## src/rtl/deser_fila_ctrl.sv

```systemverilog
// deser_fila_ctrl
//   Transfer controller between the serial deserializer and the byte queue.
//   Moves completed bytes from the deserializer into the queue with an
//   acknowledge handshake, throttles serial capture while the queue is full,
//   paces consumer reads as single-cycle dequeue pulses, tracks occupancy
//   and cross-checks it against the queue's own length report.
//
// Ports
//   clock      system clock, rising edge
//   reset      synchronous, active-low
//   des_data   deserializer byte
//   des_ready  deserializer byte-ready level (held until acknowledged)
//   des_ack    acknowledge to deserializer
//   des_write  serial capture enable to deserializer (low while full)
//   fifo_len   queue's reported length
//   fifo_data  byte to queue
//   fifo_enq   enqueue pulse to queue
//   fifo_deq   dequeue pulse to queue
//   rd_req     consumer read request level
//   rd_valid   queue output valid for consumer (cycle after fifo_deq)
//   occ        internal occupancy 0..DEPTH
//   full       occ == DEPTH
//   empty      occ == 0
//   drop_cnt   discarded bytes, saturating at 255
//   len_err    sticky: fifo_len disagreed with occ on a quiet bus
//   state      IDLE=0, ACK=1, STALL=2
module deser_fila_ctrl #(
  parameter int unsigned DEPTH        = 8,
  parameter int unsigned LEN_W        = 4,
  parameter bit          DROP_ON_FULL = 1'b0
) (
  input  logic             clock,
  input  logic             reset,
  input  logic [7:0]       des_data,
  input  logic             des_ready,
  output logic             des_ack,
  output logic             des_write,
  input  logic [LEN_W-1:0] fifo_len,
  output logic [7:0]       fifo_data,
  output logic             fifo_enq,
  output logic             fifo_deq,
  input  logic             rd_req,
  output logic             rd_valid,
  output logic [LEN_W-1:0] occ,
  output logic             full,
  output logic             empty,
  output logic [7:0]       drop_cnt,
  output logic             len_err,
  output logic [1:0]       state
);

  localparam logic [LEN_W-1:0] DEPTH_L = LEN_W'(DEPTH);

  typedef enum logic [1:0] {
    IDLE  = 2'd0,
    ACK   = 2'd1,
    STALL = 2'd2
  } state_t;

  state_t           cur_st;
  state_t           nxt_st;
  logic             enq_now;
  logic             deq_now;
  logic             drop_now;
  logic             ack_nxt;
  logic [LEN_W-1:0] occ_next;
  logic             quiet_now;
  logic             quiet_d1;

  assign state = cur_st;

  // Byte transfer FSM. Decisions use the registered full flag, so a dequeue
  // in the same cycle never opens room for an enqueue until the next edge.
  always_comb begin
    nxt_st   = cur_st;
    enq_now  = 1'b0;
    drop_now = 1'b0;
    ack_nxt  = 1'b0;
    unique case (cur_st)
      IDLE: begin
        if (des_ready) begin
          if (!full) begin
            enq_now = 1'b1;
            ack_nxt = 1'b1;
            nxt_st  = ACK;
          end else if (DROP_ON_FULL) begin
            drop_now = 1'b1;
            ack_nxt  = 1'b1;
            nxt_st   = ACK;
          end else begin
            nxt_st = STALL;
          end
        end
      end
      STALL: begin
        if (!full) begin
          enq_now = 1'b1;
          ack_nxt = 1'b1;
          nxt_st  = ACK;
        end
      end
      ACK: begin
        if (des_ready) begin
          ack_nxt = 1'b1;
        end else begin
          nxt_st = IDLE;
        end
      end
      default: nxt_st = IDLE;
    endcase
  end

  // Dequeue pacing: a pulse can only issue when the previous cycle had none.
  assign deq_now = rd_req && !empty && !fifo_deq;

  always_comb begin
    occ_next = occ;
    if (enq_now && !deq_now) begin
      occ_next = occ + LEN_W'(1);
    end else if (!enq_now && deq_now) begin
      occ_next = occ - LEN_W'(1);
    end
  end

  // The queue's length settles one edge after each pulse, so comparison is
  // only meaningful after two pulse-free cycles.
  assign quiet_now = !fifo_enq && !fifo_deq;

  always_ff @(posedge clock) begin
    if (!reset) begin
      cur_st    <= IDLE;
      occ       <= '0;
      full      <= 1'b0;
      empty     <= 1'b1;
      des_write <= 1'b0;
      des_ack   <= 1'b0;
      fifo_enq  <= 1'b0;
      fifo_deq  <= 1'b0;
      rd_valid  <= 1'b0;
      fifo_data <= '0;
      drop_cnt  <= '0;
      quiet_d1  <= 1'b0;
      len_err   <= 1'b0;
    end else begin
      cur_st    <= nxt_st;
      occ       <= occ_next;
      full      <= (occ_next == DEPTH_L);
      empty     <= (occ_next == '0);
      des_write <= (occ_next != DEPTH_L);
      des_ack   <= ack_nxt;
      fifo_enq  <= enq_now;
      fifo_deq  <= deq_now;
      rd_valid  <= fifo_deq;
      if (enq_now) begin
        fifo_data <= des_data;
      end
      if (drop_now && (drop_cnt != '1)) begin
        drop_cnt <= drop_cnt + 8'd1;
      end
      quiet_d1 <= quiet_now;
      if (quiet_now && quiet_d1 && (fifo_len != occ)) begin
        len_err <= 1'b1;
      end
    end
  end

endmodule

```

## config.mk

```make
export PLATFORM = sky130hd
export DESIGN_NAME = deser_fila_ctrl
export DESIGN_NICKNAME = d
export VERILOG_FILES = /design/src/rtl/deser_fila_ctrl.sv
export SDC_FILE = /design/constraint.sdc
export NUM_CORES = 1
export LEC_CHECK = 0
export CAP_MARGIN = 20
export CELL_PAD_IN_SITES_DETAIL_PLACEMENT = 1
export CELL_PAD_IN_SITES_GLOBAL_PLACEMENT = 2
export CORE_UTILIZATION = 36
export DETAILED_ROUTE_END_ITERATION = 16
export DONT_BUFFER_PORTS = 1
export PLACE_DENSITY_LB_ADDON = 0.1
export SLEW_MARGIN = 30
export SYNTH_ARGS = -nofsm -noshare
export SYNTH_HDL_FRONTEND = slang
export SYNTH_SLANG_ARGS = --single-unit
```

## constraint.sdc

```tcl
create_clock -name clock -period 3.4 [get_ports clock]
set_input_delay 0.68 -clock clock [delete_from_list [all_inputs] [get_ports clock]]
set_output_delay 0.68 -clock clock [all_outputs]
set_load 0.1 [all_outputs]
```

# ---- Word level (Yosys, flattened, before mapping)
# Index checks and enable logic that the tools add are counted.
dict set report classes {
  addsub 2
  eq_ne 8
  muxes 12
  n_reduce_logical 15
}
# op count
set op_table {}
lappend op_table {{$mux 2} 4}
lappend op_table {{$mux 4} 2}
lappend op_table {{$logic_and 1x1->1} 7}
lappend op_table {{$ne 2x2->1 const B} 3}
lappend op_table {{$pmux 2 s3} 1}
lappend op_table {{$logic_not 1->1} 5}
lappend op_table {{$add 4x1->4 const B} 1}
lappend op_table {{$eq 4x4->1 const B} 1}
lappend op_table {{$logic_not 4->1} 1}
lappend op_table {{$ne 4x4->1} 1}
lappend op_table {{$ne 4x4->1 const B} 1}
lappend op_table {{$sub 4x1->4 const B} 1}
lappend op_table {{$mux 1} 3}
lappend op_table {{$pmux 1 s3} 1}
lappend op_table {{$reduce_and 3->1} 1}
lappend op_table {{$eq 2x1->1 const B} 1}
lappend op_table {{$eq 2x2->1 const B} 1}
lappend op_table {{$logic_not 2->1} 1}
lappend op_table {{$pmux 1 s2} 1}
dict set report totals {
  ff_bits 23
  out_inout_bits 30
  elab_cells 49
}

# ---- Longest topological paths before layout
dict set report logic_depth {
  ltp_word 8
  ltp_mapped 5
}

# ---- Worst setup path before layout
# No wires, ideal clock.
dict set report synth_path {
  kind {register to register}
  startpoint {register occ[0]}
  endpoint {register des_write}
  setup_time_ps 115
  arrival_time_ps 2269
  required_time_ps 3285
  path_slack_ps 1016
  stages_incl_launch_ff 6
  synth_period_minus_slack_ps 2384
  path_cell_list {dfxtp_1 -> inv_1 -> ha_1 -> nor4_1 -> o32ai_2 -> o21a_1}
}
dict set report synth_between {
  elab_chain_cells 4
}
# element line_no
set synth_lines {}
lappend synth_lines {{start: declaration} 44} ;# output logic [LEN_W-1:0] occ,
lappend synth_lines {{start signal: assignment} 146} ;# occ <= occ_next;
lappend synth_lines {{$sub 4x1->4} 121} ;# occ_next = occ - LEN_W'(1);
lappend synth_lines {{$mux 4} 120} ;# end else if (!enq_now && deq_now) begin
lappend synth_lines {{$mux 4 (*)} 118} ;# if (enq_now && !deq_now) begin
lappend synth_lines {{$ne 4x4->1 (*)} 149} ;# des_write <= (occ_next != DEPTH_L);
lappend synth_lines {{end signal: assignment} 149}
lappend synth_lines {{end: declaration} 37} ;# output logic des_write,
# Every way passes the cells marked *; elsewhere a longest branch is shown, timed or not.
# A chain may end at the register's enable or synchronous reset.

# ---- Final worst setup path
dict set report layout_path {
  startpoint {register fifo_enq}
  endpoint {output fifo_enq}
}
# element line_no
set layout_lines {}
lappend layout_lines {{start: declaration} 40} ;# output logic fifo_enq,
lappend layout_lines {{start signal: assignment} 151} ;# fifo_enq <= enq_now;
# No word-level cell between the ends.

==> flow_summary.yaml <==
power:
  p_leak_nw: 0.469
  powerDensity_nw_per_um2: 886
  fin_total_pwr_w: 0.00101
  worst_ir_drop_vdd_v: 0.000479
min_path:
  hold_path.class: "primary input to flip-flop"
  min_from: "reset"
  whs_endpoint: "empty"
  whs_path_depth: 1
clock_network:
  cts_setup_buffers: 0
  cts.reportedPaths.clkPinSlew_ns: 0.12
  post_cts_resized: 0
  cts_hold_buf: 0
  numCtsBuffers: 3
  clock-sinks: 23
  cts-root-buf: "clkbuf_4"
  cts_tree: "built"
  htreeDepth: 1
  cts.path.max_buffers: 2
  clk-insertion-delay-late_ns: 0.30
global_routing:
  grtUsageMet2_pct: 25.3
  use_met1_pct: 17.0
  track_usage_pct: 14.5
  grt_pass1_vias: 780
  grt_pass1_wl_mm: 3.51
  grt-ovfl-total: 0
  grt_max_degree: 17
  antenna_found_initial: 0
  met3_usage_pct: 3.95
  grt_busiest_layer: "met2"
setup_path:
  worstSetupPathType: "flip-flop to output port"
  r2r_cells: 6
  required_ns: 2.72
  reg2reg_from: "empty"
  cp_max_fo: 3
  worst_setup_path_end_kind: "output port"
  r2r_end: "des_write"
  startpoint_type: "flip-flop"
  rrSetupSlack_ns: 1.49
  cp.arrival_ns: 1.31
detailed_routing:
  wirelength_mm: 2.10
  via_count: 780
  routed_via_density: 5.03
  first_pass_iters: 3
  antenna_left: 0
  drc: 0
  wire_per_inst_um: 13.6
  first_iter_violations: 18
yosys:
  yosysSeqAreaShare_pct: 44.0
  yosysMostFrequentCell: "dfxtp_1"
  yosysTopAreaCellShare_pct: 44.0
  ys_warn_count: 0
  ys_types: 37
  synth-edff-count: 0
  ys.flop_type: "dfxtp_1"
  synth.ff_latch_count: 23
  synth_commonest_cells: "dfxtp_1, nand2_1, nor2_1"
  synthesis.area_um2: 1050
  syn_avg_cell_area_um2: 9.18
  synth_largest_area_cell: "dfxtp_1"
  netlist_top_cells_area: "dfxtp_1, nand2_1, buf_4"
  async_flop_share_pct: 0
  synthCells: 114
finish:
  regArea_um2: 462
  area_growth_pct: 8.49
  drive_gt1_share_pct: 20.2
  multi_input_area_um2: 537
  nNetsFinal: 143
  final_area_um2: 1130
  diodes: 0
  fillers: 339
die:
  ios: 46
  die_area_um2: 3130
  die_w_um: 55.9
  dieHeight_um: 55.9
  start_util_pct: 37.9
  design.core.area_um2: 2760
  core.rowCount: 19
sta:
  max_slew_margin_pct: 33.2
  slew_viol_final: 0
  setup_viol: 0
  hold_viol: 0
  final.min_clock_period_ns: 1.99
  fin_worst_skew_ns: 0.00681
  fmax_mhz: 503
  fin_crit_sh_pct: 58.5
  tightest_slew_ns: 1.00
  rsz0062_at_grt: "false"
  setup_tns_ns: 0
status:
  run_status: "complete, no violations"
flow_run:
  drv_cap: 0
placement:
  dpl.hpwl_mm: 1.63
  gp_congestion: 0.705
  post_dp_cell_area_um2: 1110
  portBuffers: 0
## state kept, by name, summed over array words and instances, names as in the netlist
name and cells:
len_err 1, fifo_enq 1, occ 4, empty 1, des_ack 1, des_write 1, fifo_data 8, full 1
state 2, quiet_d1 1, rd_valid 1, fifo_deq 1
## placed cells by master (no fill, tap or decap), drive strengths merged, types with 2 or more instances in the layout
cell type,n
and3,3
conb,8
xnor2,6
a221oi,2
nor3,5
buf,8
dfxtp,23
nor4,2
clkbuf,4
and2,2
nand2,18
o21ai,2
or2,2
inv,3
ha,2
a21oi,9
a211oi,2
nor2,13
## layout make-up
cell class                      instances  area share, %
Tap cell                               31           3.42
Inverter                                3          0.992
Timing Repair Buffer                    8           5.29
Multi-Input combinational cell         86           47.3
Sequential cell                        23           40.7
Clock buffer                            4           2.32
## power breakdown
part | switching [W] | internal (W)
Sequential | 0.000141 | 0.000307
Clock | 0.0000761 | 0.0000456
Combinational | 0.000319 | 0.000117
Total | 0.000536 | 0.000469
## worst max path at each step
stage	startpoint	endpoint	slack, ns	cells after the start
floorplan	occ[0]	des_write	1.02	5
global placement	rd_req	des_write	1.44	5
detailed placement	rd_req	des_write	1.41	5
CTS	fifo_enq	fifo_enq	1.38	0
global route	occ[1]	des_write	1.34	6
finish	fifo_enq	fifo_enq	1.41	0
## metal layers
metal,vias to the layer above,wire [µm]
met5,-,0
met4,0,16
met3,2,139
met2,26,1070
met1,360,871
li1,392,-
## kinds of logic (layout without fill, tap and decap cells)
group                    Yosys count  after routing  share of synthesized area [%]
AO/OA/AOI/OAI                     20             20                           15.1
XOR/XNOR                           7              7                           5.86
adder cells (fa/ha/maj)            2              2                           2.39
buffers and inverters             12             15                           7.18
flip-flops                        23             23                           44.0
other                              1              8                          0.359
AND/OR/NAND/NOR                   49             49                           25.1
## per-stage QoR
step           setup WS [ns]  util, %  std cells  hold WS [ns]
3_3_place_gp            1.44     40.2        151         0.458
6_report                1.41     41.2        155         0.461
4_1_cts                 1.38     41.2        155         0.446
2_1_floorplan           1.02        -        121         0.448
5_1_grt                 1.34     41.2        155         0.431
3_5_place_dp            1.41     40.2        151         0.474
Note: power is estimated with default switching activity, not from simulation.
